**src/rtl/rv_decode_stage.sv**
```systemverilog
// rv_decode_stage: RV32I decode stage with output register and one-entry skid buffer; define DECODE_ILLEGAL_TRAP_EN to pass illegal instructions through flagged instead of as NOPs
module rv_decode_stage #(
  parameter int XLEN = 32
) (
  input  logic            clk,
  input  logic            reset,
  input  logic            flush,
  input  logic            in_valid,
  output logic            in_ready,
  input  logic [31:0]     in_instr,
  input  logic [XLEN-1:0] in_pc,
  output logic            out_valid,
  input  logic            out_ready,
  output logic [XLEN-1:0] out_pc,
  output logic [4:0]      out_rd,
  output logic [4:0]      out_rs1,
  output logic [4:0]      out_rs2,
  output logic [31:0]     out_imm,
  output logic [2:0]      out_funct3,
  output logic [3:0]      out_alu_op,
  output logic            out_alu_src_imm,
  output logic            out_reg_write,
  output logic            out_mem_read,
  output logic            out_mem_write,
  output logic            out_branch,
  output logic            out_jal,
  output logic            out_jalr,
  output logic            out_illegal
);
  typedef struct packed {
    logic [XLEN-1:0] pc;
    logic [4:0]      rd;
    logic [4:0]      rs1;
    logic [4:0]      rs2;
    logic [31:0]     imm;
    logic [2:0]      funct3;
    logic [3:0]      alu_op;
    logic            alu_src_imm;
    logic            reg_write;
    logic            mem_read;
    logic            mem_write;
    logic            branch;
    logic            jal;
    logic            jalr;
    logic            illegal;
  } dec_t;
  dec_t dec, out_q, out_d, skid_q, skid_d;
  logic out_valid_q, out_valid_d, skid_valid_q, skid_valid_d;
  logic [6:0] opc, f7;
  logic [2:0] f3;
  logic [3:0] f3_op;
  logic [31:0] imm_i, imm_s, imm_b, imm_j, imm_u;
  logic ok, accept;
  // funct3 to ALU op for the base (funct7 = 0) R/I-ALU encodings
  always_comb begin
    case (f3)
      3'b000:  f3_op = 4'd0;
      3'b001:  f3_op = 4'd2;
      3'b010:  f3_op = 4'd3;
      3'b011:  f3_op = 4'd4;
      3'b100:  f3_op = 4'd5;
      3'b101:  f3_op = 4'd6;
      3'b110:  f3_op = 4'd8;
      default: f3_op = 4'd9;
    endcase
  end
  assign opc   = in_instr[6:0];
  assign f3    = in_instr[14:12];
  assign f7    = in_instr[31:25];
  assign imm_i = {{20{in_instr[31]}}, in_instr[31:20]};
  assign imm_s = {{20{in_instr[31]}}, in_instr[31:25], in_instr[11:7]};
  assign imm_b = {{20{in_instr[31]}}, in_instr[7], in_instr[30:25], in_instr[11:8], 1'b0};
  assign imm_j = {{12{in_instr[31]}}, in_instr[19:12], in_instr[20], in_instr[30:21], 1'b0};
  assign imm_u = {in_instr[31:12], 12'b0};
  // combinational decode of the incoming word, illegal encodings squashed before registration
  always_comb begin
    dec = '0;
    ok = 1'b1;
    dec.pc = in_pc;
    dec.rd = in_instr[11:7];
    dec.rs1 = in_instr[19:15];
    dec.rs2 = in_instr[24:20];
    dec.funct3 = f3;
    case (opc)
      7'b0110011: begin
        ok = f7 == 7'b0 || (f7 == 7'b0100000 && (f3 == 3'b000 || f3 == 3'b101));
        dec.alu_op = f7 == 7'b0100000 ? (f3 == 3'b000 ? 4'd1 : 4'd7) : f3_op;
        dec.reg_write = 1'b1;
      end
      7'b0010011: begin
        ok = f3 == 3'b001 ? f7 == 7'b0 : f3 == 3'b101 ? (f7 == 7'b0 || f7 == 7'b0100000) : 1'b1;
        dec.alu_op = (f3 == 3'b101 && f7 == 7'b0100000) ? 4'd7 : f3_op;
        dec.alu_src_imm = 1'b1;
        dec.imm = f3[1:0] == 2'b01 ? {27'b0, in_instr[24:20]} : imm_i;
        dec.reg_write = 1'b1;
      end
      7'b0000011: begin
        ok = !(f3 == 3'b011 || f3[2:1] == 2'b11);
        dec.alu_src_imm = 1'b1;
        dec.imm = imm_i;
        dec.mem_read = 1'b1;
        dec.reg_write = 1'b1;
      end
      7'b0100011: begin
        ok = f3 < 3'd3;
        dec.alu_src_imm = 1'b1;
        dec.imm = imm_s;
        dec.mem_write = 1'b1;
      end
      7'b1100011: begin
        ok = f3[2:1] != 2'b01;
        dec.alu_op = 4'd1;
        dec.imm = imm_b;
        dec.branch = 1'b1;
      end
      7'b1101111: begin
        dec.imm = imm_j;
        dec.jal = 1'b1;
        dec.reg_write = 1'b1;
      end
      7'b1100111: begin
        ok = f3 == 3'b000;
        dec.alu_src_imm = 1'b1;
        dec.imm = imm_i;
        dec.jalr = 1'b1;
        dec.reg_write = 1'b1;
      end
      7'b0110111: begin
        dec.alu_op = 4'd10;
        dec.alu_src_imm = 1'b1;
        dec.imm = imm_u;
        dec.reg_write = 1'b1;
      end
      default: ok = 1'b0;
    endcase
    if (dec.rd == 5'd0) dec.reg_write = 1'b0;
    if (!ok) begin
`ifdef DECODE_ILLEGAL_TRAP_EN
      dec.imm = '0;
      dec.alu_op = 4'd0;
      {dec.alu_src_imm, dec.reg_write, dec.mem_read, dec.mem_write, dec.branch, dec.jal, dec.jalr} = '0;
      dec.illegal = 1'b1;
`else
      dec = '0;
      dec.pc = in_pc;
      dec.alu_src_imm = 1'b1;
`endif
    end
  end
  assign in_ready = !skid_valid_q;
  assign accept = in_valid && in_ready;
  // output register refills from skid first, otherwise from the input; stalled accepts park in skid
  always_comb begin
    out_d = out_q;
    out_valid_d = out_valid_q;
    skid_d = skid_q;
    skid_valid_d = skid_valid_q;
    if (!out_valid_q || out_ready) begin
      out_valid_d = skid_valid_q || accept;
      out_d = skid_valid_q ? skid_q : accept ? dec : out_q;
      skid_valid_d = 1'b0;
    end else if (accept) begin
      skid_d = dec;
      skid_valid_d = 1'b1;
    end
    if (flush) begin
      out_valid_d = 1'b0;
      skid_valid_d = 1'b0;
    end
  end
  // pipeline state registers
  always_ff @(posedge clk) begin
    if (reset) begin
      out_q <= '0;
      skid_q <= '0;
      out_valid_q <= 1'b0;
      skid_valid_q <= 1'b0;
    end else begin
      out_q <= out_d;
      skid_q <= skid_d;
      out_valid_q <= out_valid_d;
      skid_valid_q <= skid_valid_d;
    end
  end
  assign out_valid       = out_valid_q;
  assign out_pc          = out_q.pc;
  assign out_rd          = out_q.rd;
  assign out_rs1         = out_q.rs1;
  assign out_rs2         = out_q.rs2;
  assign out_imm         = out_q.imm;
  assign out_funct3      = out_q.funct3;
  assign out_alu_op      = out_q.alu_op;
  assign out_alu_src_imm = out_q.alu_src_imm;
  assign out_reg_write   = out_q.reg_write;
  assign out_mem_read    = out_q.mem_read;
  assign out_mem_write   = out_q.mem_write;
  assign out_branch      = out_q.branch;
  assign out_jal         = out_q.jal;
  assign out_jalr        = out_q.jalr;
  assign out_illegal     = out_q.illegal;
endmodule

```
**config.mk**
```make
export PLATFORM = sky130hd
export DESIGN_NAME = rv_decode_stage
export DESIGN_NICKNAME = d
export VERILOG_FILES = /design/src/rtl/rv_decode_stage.sv
export SDC_FILE = /design/constraint.sdc
export NUM_CORES = 1
export LEC_CHECK = 0
export ABC_AREA = 1
export CORE_ASPECT_RATIO = 1.1
export CORE_UTILIZATION = 47
export DETAILED_ROUTE_END_ITERATION = 6
export PLACE_DENSITY = 0.75
export SLEW_MARGIN = 15
export SYNTH_ARGS = -nofsm -noshare
export SYNTH_HDL_FRONTEND = slang
export SYNTH_SLANG_ARGS = --single-unit
```
**constraint.sdc**
```tcl
create_clock -name clk -period 1.9 [get_ports clk]
set_input_delay 0.38 -clock clk [delete_from_list [all_inputs] [get_ports clk]]
set_output_delay 0.38 -clock clk [all_outputs]
set_load 0.005 [all_outputs]
```
==> results.py <==
metrics = {
    "placed_design": {
        "place_ws_ns": -0.489,
        "dp_hpwl_um": 16200,
        "gp_congestion": 0.944,
        "portBuffers": 163,
        "placed_area_mm2": 0.0110,
        "dp.cells": 1672,
    },
    "clocking": {
        "cts.clk_slew.worst_paths_ns": 0.08,
        "numClockSinks": 188,
        "ctsLongestPathBuffers": 2,
        "cts_tree": "done",
        "root_buffer": "clkbuf_16",
        "clk_latency_ns": 0.44,
        "cts_max_level": 4,
        "cts_buffers": 17,
    },
    "logic_synthesis": {
        "netlist-cell-type-count": 30,
        "yosys_most_used_dff": "dfxtp_1",
        "synth_common_cells": "nand2_1, dfxtp_1, a21oi_1",
        "synth_area_leaders": "dfxtp_1, nand2_1, a21oi_1",
        "yosysTopAreaCell": "dfxtp_1",
        "synth.most_common_cell": "nand2_1",
        "synth-async-reset-ratio_pct": 0,
        "ys_seq_elements": 188,
        "ys_warn_count": 0,
        "syn_area_mm2": 0.00871,
        "syn_inst": 1291,
        "synth_edf_count": 0,
        "avgSynthCellArea_um2": 6.75,
        "yosysSeqAreaShare_pct": 43.2,
        "yosysTopAreaCellShare_pct": 43.2,
        "synth_nets": 1360,
    },
    "floorplan": {
        "die_x_um": 132,
        "io_pins": 165,
        "fp-row-count": 51,
        "start_util_pct": 48.6,
        "fp.coreArea_mm2": 0.0179,
        "die_area_mm2": 0.0191,
        "die_y_um": 145,
    },
    "cells_and_area": {
        "stdcell_area_mm2": 0.0119,
        "final_nets": 1534,
        "layout.cells.non_filler": 1716,
        "fin_util_pct": 66.3,
        "syn2layout_area_growth_pct": 36.5,
        "drive_above_1_share_pct": 12.9,
        "diodes": 0,
        "nFillCells": 1532,
    },
    "run": {
        "cap_violations": 0,
    },
    "global_route": {
        "grt_max_degree": 96,
        "grt_use_total_pct": 25.7,
        "grt_pass1_wl_um": 39600,
        "grt_pass1_vias": 8152,
        "overflow": 0,
        "antenna_found_initial": 0,
    },
    "route": {
        "firstDrtPassIters": 5,
        "ant_nets": 0,
        "viasPerCell": 5.24,
        "drc": 0,
        "wl_per_cell_um": 14.5,
        "vias": 8990,
        "finalWirelength_um": 24900,
        "first_iter_violations": 718,
    },
    "worst_setup_path": {
        "cp.arrival_ns": 1.44,
        "cp-start-kind": "register",
        "critPathMaxFanout": 5,
        "required_ns": 1.52,
        "cp-end-kind": "primary output",
        "worstSetupPathType": "register to primary output",
    },
    "pwr": {
        "power.density_mw_per_mm2": 726,
        "power_leakage_nw": 5.39,
        "ir_drop_mv": 0.630,
    },
    "worst_hold_path": {
        "hp-class": "register to register",
    },
    "timing": {
        "finalHoldViolCount": 0,
        "max_freq_mhz": 551,
        "post-route-min-period_ns": 1.82,
        "drv_slew": 0,
        "rsz0062_at_grt": "no",
        "fin_crit_sh_pct": 95.6,
        "skew_ns": 0.00721,
        "setup_tns_ns": 0,
        "setup_ws_ns": 0.0844,
        "setup_viol": 0,
    },
    "outcome": {
        "status": "completed",
    },
}
-- cells by family (layout without fill, tap and decap cells) --
family | Yosys count | after routing | synth area share (%)
compound gates | 323 | 323 | 19.8
other cells | 1 | 1 | 0.0431
simple gates | 635 | 635 | 29.9
buf+inv | 144 | 331 | 7.03
flops | 188 | 188 | 43.2
-- per-layer routing --
layer | vias to the layer above | track usage, % | part of all wire (%)
li1 | 4537 | - | -
met1 | 4146 | 32.0 | 44
met2 | 276 | 43.9 | 48
met3 | 31 | 6.17 | 6.1
met4 | 0 | 8.51 | 1.7
met5 | - | 0 | 0
-- cells in the final DEF (no fill, tap or decap), types with 5 or more instances in the layout --
cell type / instances
a21oi_1: 162
nand3_1: 34
nor2_1: 152
nor2_2: 5
dlymetal6s2s_1: 17
clkdlybuf4s50_1: 145
o21ai_0: 108
nand2_4: 14
dfxtp_1: 188
nand4_1: 5
inv_1: 33
nand2_1: 400
clkbuf_16: 19
nand2_2: 10
inv_2: 7
a21oi_2: 11
buf_6: 5
buf_4: 71
buf_12: 16
nor2_4: 6
a31oi_1: 32
-- path summary, 6_finish.rpt --
path,start,cells after the start,slack (ns),to
setup / recovery,skid_valid_q,2,0.08,in_ready
hold / removal,out_rd[0],2,0.46,out_rd[0]
setup reg to reg,out_valid,7,0.25,skid_q[4]
hold reg to reg,out_rd[0],2,0.46,out_rd[0]
-- worst max-delay path, cell delays in order (launching register included) --
cell	delay, ns
dfxtp_1	0.36
inv_4	0.12
clkdlybuf4s50_1	0.51
-- report_power, final --
group / internal, mW / switching [mW] / total (mW) / leakage, nW
logic: 0.443 / 0.484 / 0.926 / 3.57
registers: 4.04 / 0.0551 / 4.10 / 1.53
clock network: 1.82 / 1.79 / 3.60 / 0.297
-- state kept, by name, summed over array words and instances (netlist names) --
name / flops
out_jal: 1
out_imm: 32
out_rs2: 5
out_mem_read: 1
out_alu_src_imm: 1
out_pc: 32
out_funct3: 3
out_reg_write: 1
out_rd: 5
out_mem_write: 1
skid_valid_q: 1
out_branch: 1
skid_q: 93
out_jalr: 1
out_rs1: 5
out_valid: 1
out_alu_op: 4
-- area by class of cell --
type	instances	area, µm²	share of cell area (%)
Tap cell	238	298	2.50
Clock buffer	18	439	3.69
Sequential cell	188	3760	31.7
Multi-Input combinational cell	959	4430	37.3
Inverter	43	168	1.41
Timing Repair Buffer	256	2620	22.1
Clock inverter	14	166	1.40
-- what timing repair did --
item	4_1_cts	5_1_grt
gates resized for setup	1	43
pin swaps	0	14
gates cloned	0	3
hold buffers	0	0
setup buffers	0	9
setup endpoints to repair	3	79
-- stage by stage --
stage	hold slack, ns	power (mW)
floorplan	0.445	4.59
global placement	0.451	5.08
detailed placement	0.454	5.09
CTS	0.466	8.66
global route	0.479	8.95
finish	0.464	8.63
Note: power is estimated with default switching activity, not from simulation.
